`src/rtl/game_pkg.sv`:
```
// rtl/game_pkg.sv - shared types and encodings for the tug-of-war match sequencer
package game_pkg;

  typedef enum logic [2:0] {
    IDLE,
    COUNTDOWN,
    PLAY,
    SCORE,
    DONE
  } match_state_t;

  // winner output encodings
  localparam logic [1:0] WIN_NONE = 2'b00;
  localparam logic [1:0] WIN_P1   = 2'b10;
  localparam logic [1:0] WIN_P2   = 2'b01;

endpackage

```
`src/rtl/round_timer.sv`:
```
// rtl/round_timer.sv - loadable down-counter timing the pre-round countdown
//   clk   : system clock
//   reset : synchronous, active-high
//   load  : reload with COUNT_CYCLES-1 on the next edge
//   done  : count has reached zero
module round_timer #(
  parameter int COUNT_CYCLES = 50_000_000
) (
  input  logic clk,
  input  logic reset,
  input  logic load,
  output logic done
);

  localparam int TW = $clog2(COUNT_CYCLES);

  logic [TW-1:0] cnt_q, cnt_d;

  // Counter parks at zero once expired so done stays high until the next load.
  always_comb begin
    cnt_d = cnt_q;
    if (load) begin
      cnt_d = TW'(COUNT_CYCLES - 1);
    end else if (cnt_q != '0) begin
      cnt_d = cnt_q - TW'(1);
    end
  end

  always_ff @(posedge clk) begin
    if (reset) begin
      cnt_q <= '0;
    end else begin
      cnt_q <= cnt_d;
    end
  end

  assign done = (cnt_q == '0);

endmodule

```
`src/rtl/match_sequencer.sv`:
```
// rtl/match_sequencer.sv - best-of match controller: idle, countdown, play, score, done
//   clk, reset          : clock, synchronous active-high reset
//   p1_press, p2_press  : one-cycle press pulses
//   p1_wins, p2_wins    : round-end levels from the playfield
//   p1_move, p2_move    : gated, registered move pulses to the playfield
//   field_reset         : holds the playfield at centre
//   score1, score2      : rounds won per player
//   match_over, winner  : match result
module match_sequencer
  import game_pkg::*;
#(
  parameter int WIN_SCORE    = 3,
  parameter int COUNT_CYCLES = 50_000_000
) (
  input  logic       clk,
  input  logic       reset,
  input  logic       p1_press,
  input  logic       p2_press,
  input  logic       p1_wins,
  input  logic       p2_wins,
  output logic       p1_move,
  output logic       p2_move,
  output logic       field_reset,
  output logic [2:0] score1,
  output logic [2:0] score2,
  output logic       match_over,
  output logic [1:0] winner
);

  localparam logic [2:0] WIN_S = 3'(WIN_SCORE);

  match_state_t state_q;
  logic         round_p1_q;   // player 1 took the round being scored
  logic         p1_move_q, p2_move_q, field_reset_q, match_over_q;
  logic [2:0]   score1_q, score2_q;
  logic [1:0]   winner_q;

  logic       press_any;
  logic       timer_load;
  logic       timer_done;
  logic [2:0] win_score_d;
  logic       match_won;

  assign press_any = p1_press | p2_press;

  // Score the round winner would reach this SCORE cycle.
  assign win_score_d = round_p1_q ? (score1_q + 3'd1) : (score2_q + 3'd1);
  assign match_won   = (win_score_d == WIN_S);

  // The timer must load on the same edge the state enters COUNTDOWN so the
  // countdown spans exactly COUNT_CYCLES cycles.
  assign timer_load = ((state_q == IDLE) && press_any) ||
                      ((state_q == SCORE) && !match_won);

  round_timer #(
    .COUNT_CYCLES(COUNT_CYCLES)
  ) u_round_timer (
    .clk  (clk),
    .reset(reset),
    .load (timer_load),
    .done (timer_done)
  );

  always_ff @(posedge clk) begin
    if (reset) begin
      state_q       <= IDLE;
      round_p1_q    <= 1'b0;
      p1_move_q     <= 1'b0;
      p2_move_q     <= 1'b0;
      field_reset_q <= 1'b1;
      score1_q      <= 3'd0;
      score2_q      <= 3'd0;
      match_over_q  <= 1'b0;
      winner_q      <= WIN_NONE;
    end else begin
      p1_move_q <= 1'b0;
      p2_move_q <= 1'b0;
      case (state_q)
        IDLE: begin
          if (press_any) state_q <= COUNTDOWN;
        end
        COUNTDOWN: begin
          if (timer_done) begin
            state_q       <= PLAY;
            field_reset_q <= 1'b0;
          end
        end
        PLAY: begin
          // A press coinciding with the round end is dropped.
          if (p1_wins || p2_wins) begin
            state_q    <= SCORE;
            round_p1_q <= p1_wins;
          end else begin
            p1_move_q <= p1_press & ~p2_press;
            p2_move_q <= p2_press & ~p1_press;
          end
        end
        SCORE: begin
          if (round_p1_q) begin
            if (score1_q < WIN_S) score1_q <= win_score_d;
          end else begin
            if (score2_q < WIN_S) score2_q <= win_score_d;
          end
          if (match_won) begin
            state_q      <= DONE;
            match_over_q <= 1'b1;
            winner_q     <= round_p1_q ? WIN_P1 : WIN_P2;
          end else begin
            state_q       <= COUNTDOWN;
            field_reset_q <= 1'b1;
          end
        end
        DONE: begin
          state_q <= DONE;
        end
        default: begin
          state_q <= IDLE;
        end
      endcase
    end
  end

  assign p1_move     = p1_move_q;
  assign p2_move     = p2_move_q;
  assign field_reset = field_reset_q;
  assign score1      = score1_q;
  assign score2      = score2_q;
  assign match_over  = match_over_q;
  assign winner      = winner_q;

endmodule

```
`config.mk`:
```
export PLATFORM = sky130hd
export DESIGN_NAME = match_sequencer
export DESIGN_NICKNAME = d
export VERILOG_FILES = /design/src/rtl/game_pkg.sv /design/src/rtl/round_timer.sv /design/src/rtl/match_sequencer.sv
export SDC_FILE = /design/constraint.sdc
export NUM_CORES = 1
export LEC_CHECK = 0
export BUFFER_PORTS_ARGS = -buffer_cell sky130_fd_sc_hd__buf_2
export CAP_MARGIN = 20
export CORE_ASPECT_RATIO = 0.8
export CORE_MARGIN = 4
export CORE_UTILIZATION = 56
export CTS_BUF_LIST = sky130_fd_sc_hd__clkbuf_8
export DETAILED_ROUTE_END_ITERATION = 12
export PLACE_DENSITY = 0.82
export SLEW_MARGIN = 20
export SYNTH_ARGS = -nofsm -noshare
export SYNTH_HDL_FRONTEND = slang
export SYNTH_HIERARCHICAL = 1
export SYNTH_SLANG_ARGS = --single-unit
```
`constraint.sdc`:
```
create_clock -name clk -period 2.45 [get_ports clk]
set_input_delay 0.49 -clock clk [delete_from_list [all_inputs] [get_ports clk]]
set_output_delay 0.49 -clock clk [all_outputs]
set_load 0.01 [all_outputs]
```
==> results.toml <==
[floorplan]
die_h_um = 64.5
die_w_um = 78.6
start_util = 0.584
io_pins = 18
rows = 20
die_area_um2 = 5070
core_area_um2 = 3830

[final_layout]
finalNetCount = 284
seq_area_um2 = 841
multiInputGateArea_um2 = 1300
area_growth_pct = 12.1
antenna_cells = 0
n_fill_cell = 319
design_area_um2 = 2510
drive_above_1_share = 0.199

[worst_setup_path]
path_cells = "inv_1, ha_1, nor3b_1, nand4_1, buf_4, nor3b_1, mux2i_1, nor2_1"
cp_slowest_cell = "nand4_1"
crit_top_cell = "nor3b_1"
critical_path_class = "reg2reg"
start_kind = "register"
critPathArrivalTime_ps = 2490
r2r_start = "u_round_timer/cnt_q[0]$_SDFFE_PP0P_"
max_stage_delay_ps = 370
cp_data_required_time_ps = 2640
crit_fanout = 8
reg2regPathDepth = 8
endpoint_kind = "register"
reg2reg_to = "u_round_timer/cnt_q[24]$_SDFFE_PP0P_"
reg2reg_slack_ps = 150

[place]
port_buffers = 17
dp_hpwl_mm = 3.67
detailed_place.area_um2 = 2390
finalWeightedCongestion = 0.862

[worst_hold_path]
hold_path.class = "in2reg"
hold_depth = 2
min_to = "p2_move$_SDFF_PP0_"
min-delay-start = "p1_press"

[global_routing]
grt_overflow = 0
grt_first_pass_wirelength_mm = 8.76
met2_usage = 0.306
track_usage = 0.216
grt_use_met3 = 0.0500
gr-usage-met1 = 0.308
first_global_vias = 1852
antenna_found_initial = 0
grt_max_degree = 38
top_usage_layer = "met1"

[clock_network]
clkTransAtPathRegs_ps = 80
cts_root_buffer = "clkbuf_8"
cts.sinks = 42
h-tree-depth = 2
numCtsBuffers = 5
hold_buffers = 0
cts_tree = "built"
clkLatencyLatePin_ps = 300
clockBufferDepth = 2

[timing]
maxSlewHeadroom = 0.562
finalCriticalPeriod_ps = 2300
skew_ps = 10.2
slew_violations = 0
min_period_over_period = 0.941
fmax_mhz = 434
rsz0062_at_grt = "false"
hold_viol = 0
tightest_slew_ps = 657
finalSetupTns_ps = 0
setup_viol = 0

[routing]
drt_iter0_drc = 142
drt-total-wl_mm = 5.10
wire_per_inst_um = 15.4
num_vias = 1969
ant_nets = 0
drt_first_pass_iters = 4
route.detailed.drc = 0
via_per_inst = 5.95

[synth]
yosys_warnings = 6
syn_area_per_cell_um2 = 8.77
ys_ff_latch = 42
synth_area_leader_cell = "dfxtp_1"
synth_edf_count = 0
synth_fp_nets = 264
synth_cell_types = 60
synthesis.area_um2 = 2240
synthArstFlopShare = 0
yosysSeqAreaShare = 0.376
synth_top_cell_area_share = 0.376
synthCells = 255
synth_area_leaders = "dfxtp_1, a21oi_1, nor2_1, xnor2_1, xor2_1"
yosys_most_used_dff = "dfxtp_1"

[pwr]
peakVddDrop_mv = 0.385
p_per_area_nw_per_um2 = 685
leakage_nw = 0.940

[status]
status = "finished, final reports clean"

[flow_run]
max_cap_violations = 0
## timing repair
| item | CTS | global route |
|---|---|---|
| endpoints found under the setup margin | 0 | 18 |
| setup buffers | 0 | 0 |
| resized for setup | 0 | 3 |
## final cells by class
type	instances	area share
Sequential cell	42	0.335
Tap cell	55	0.0275
Timing Repair Buffer	26	0.0609
Inverter	9	0.0135
Clock inverter	3	0.0150
Clock buffer	5	0.0275
Multi-Input combinational cell	191	0.520
## stage by stage
stage	setup slack (ps)	hold slack, ps	cells	power [W]	util
2_1_floorplan	20.4	459	255	0.00110	-
3_3_place_gp	172	435	323	0.00117	0.625
3_5_place_dp	28.5	437	323	0.00118	0.625
4_1_cts	5.60	384	331	0.00172	0.653
5_1_grt	40.4	395	331	0.00180	0.655
6_report	145	389	331	0.00172	0.655
## worst max-delay path by stage
stage                                   startpoint                                    to  slack, ps
2_1_floorplan              round_p1_q$_SDFFE_PP0P_   u_round_timer/cnt_q[9]$_SDFFE_PP0P_         20
3_3_place_gp               round_p1_q$_SDFFE_PP0P_  u_round_timer/cnt_q[19]$_SDFFE_PP0P_        170
3_5_place_dp               round_p1_q$_SDFFE_PP0P_   u_round_timer/cnt_q[4]$_SDFFE_PP0P_         30
4_1_cts                    round_p1_q$_SDFFE_PP0P_   u_round_timer/cnt_q[4]$_SDFFE_PP0P_          6
5_1_grt        u_round_timer/cnt_q[0]$_SDFFE_PP0P_  u_round_timer/cnt_q[24]$_SDFFE_PP0P_         40
6_report       u_round_timer/cnt_q[0]$_SDFFE_PP0P_  u_round_timer/cnt_q[24]$_SDFFE_PP0P_        150
## layer usage
layer / wire, um / up-vias
li1: - / 968
met1: 2490 / 930
met2: 2200 / 58
met3: 288 / 13
met4: 122 / 0
met5: 0 / -
## synthesized netlist by cell type (4+ instances only)
master / number
dfxtp_1: 42
nor2_1: 21
a21oi_1: 18
nand2_1: 13
o21ai_0: 12
nor3_1: 11
a31oi_1: 8
clkbuf_1: 7
inv_1: 7
xnor2_1: 7
xor2_1: 7
nand2b_1: 6
nor3b_1: 6
nand3_1: 5
a211oi_1: 4
mux2i_1: 4
nand4_1: 4
nor2b_1: 4
or4_1: 4
## layout by cell type (no fill, tap or decap), drive strengths merged, types with 2 or more instances in the layout
cell type	instances
a311oi	2
xnor2	7
clkbuf	5
inv	11
nand2b	6
nand3b	2
nand4	5
a31oi	8
nor2	23
dfxtp	42
a2111oi	2
xor2	7
or3	3
or2	3
buf	26
nor3b	8
or4	4
mux2i	5
and2	3
o21ai	14
nor4bb	2
and3	3
nand3	5
nor2b	4
mux2	2
a211oi	4
a21oi	18
nor4	7
o31ai	3
o2111ai	2
nor3	11
nand2	14
ha	3
## flip-flops by register name, indices dropped and copies added, names as in the netlist
name                 flops
u_round_timer/cnt_q     26
score1                   3
score2                   3
state_q                  3
winner                   2
field_reset              1
match_over               1
p1_move                  1
p2_move                  1
round_p1_q               1
## critical path, delay by kind of cell, from the launching register on
kind                     cells  cell delay, ps
adder cells (fa/ha/maj)      1             240
buffers and inverters        2             380
multiplexers                 1             210
AND/OR/NAND/NOR              4            1010
flip-flops                   1             330
## kinds of logic (layout without fill, tap and decap cells)
| group | Yosys count | in the layout | synth area share |
|---|---|---|---|
| buf+inv | 22 | 43 | 0.0431 |
| simple gates | 109 | 109 | 0.310 |
| fa+ha+maj | 3 | 3 | 0.0168 |
| flops | 42 | 42 | 0.376 |
| mux | 7 | 7 | 0.0341 |
| compound gates | 58 | 58 | 0.165 |
| xor+xnor | 14 | 14 | 0.0548 |
## report_power, final
part | total [W] | switching [W] | leakage [nW] | internal, W
combinational | 0.000341 | 0.000191 | 0.535 | 0.000151
clock | 0.000534 | 0.000237 | 0.0607 | 0.000297
sequential | 0.000841 | 0.0000971 | 0.345 | 0.000744
total | 0.00172 | 0.000525 | 0.940 | 0.00119
(Power assumes the default switching activity.)
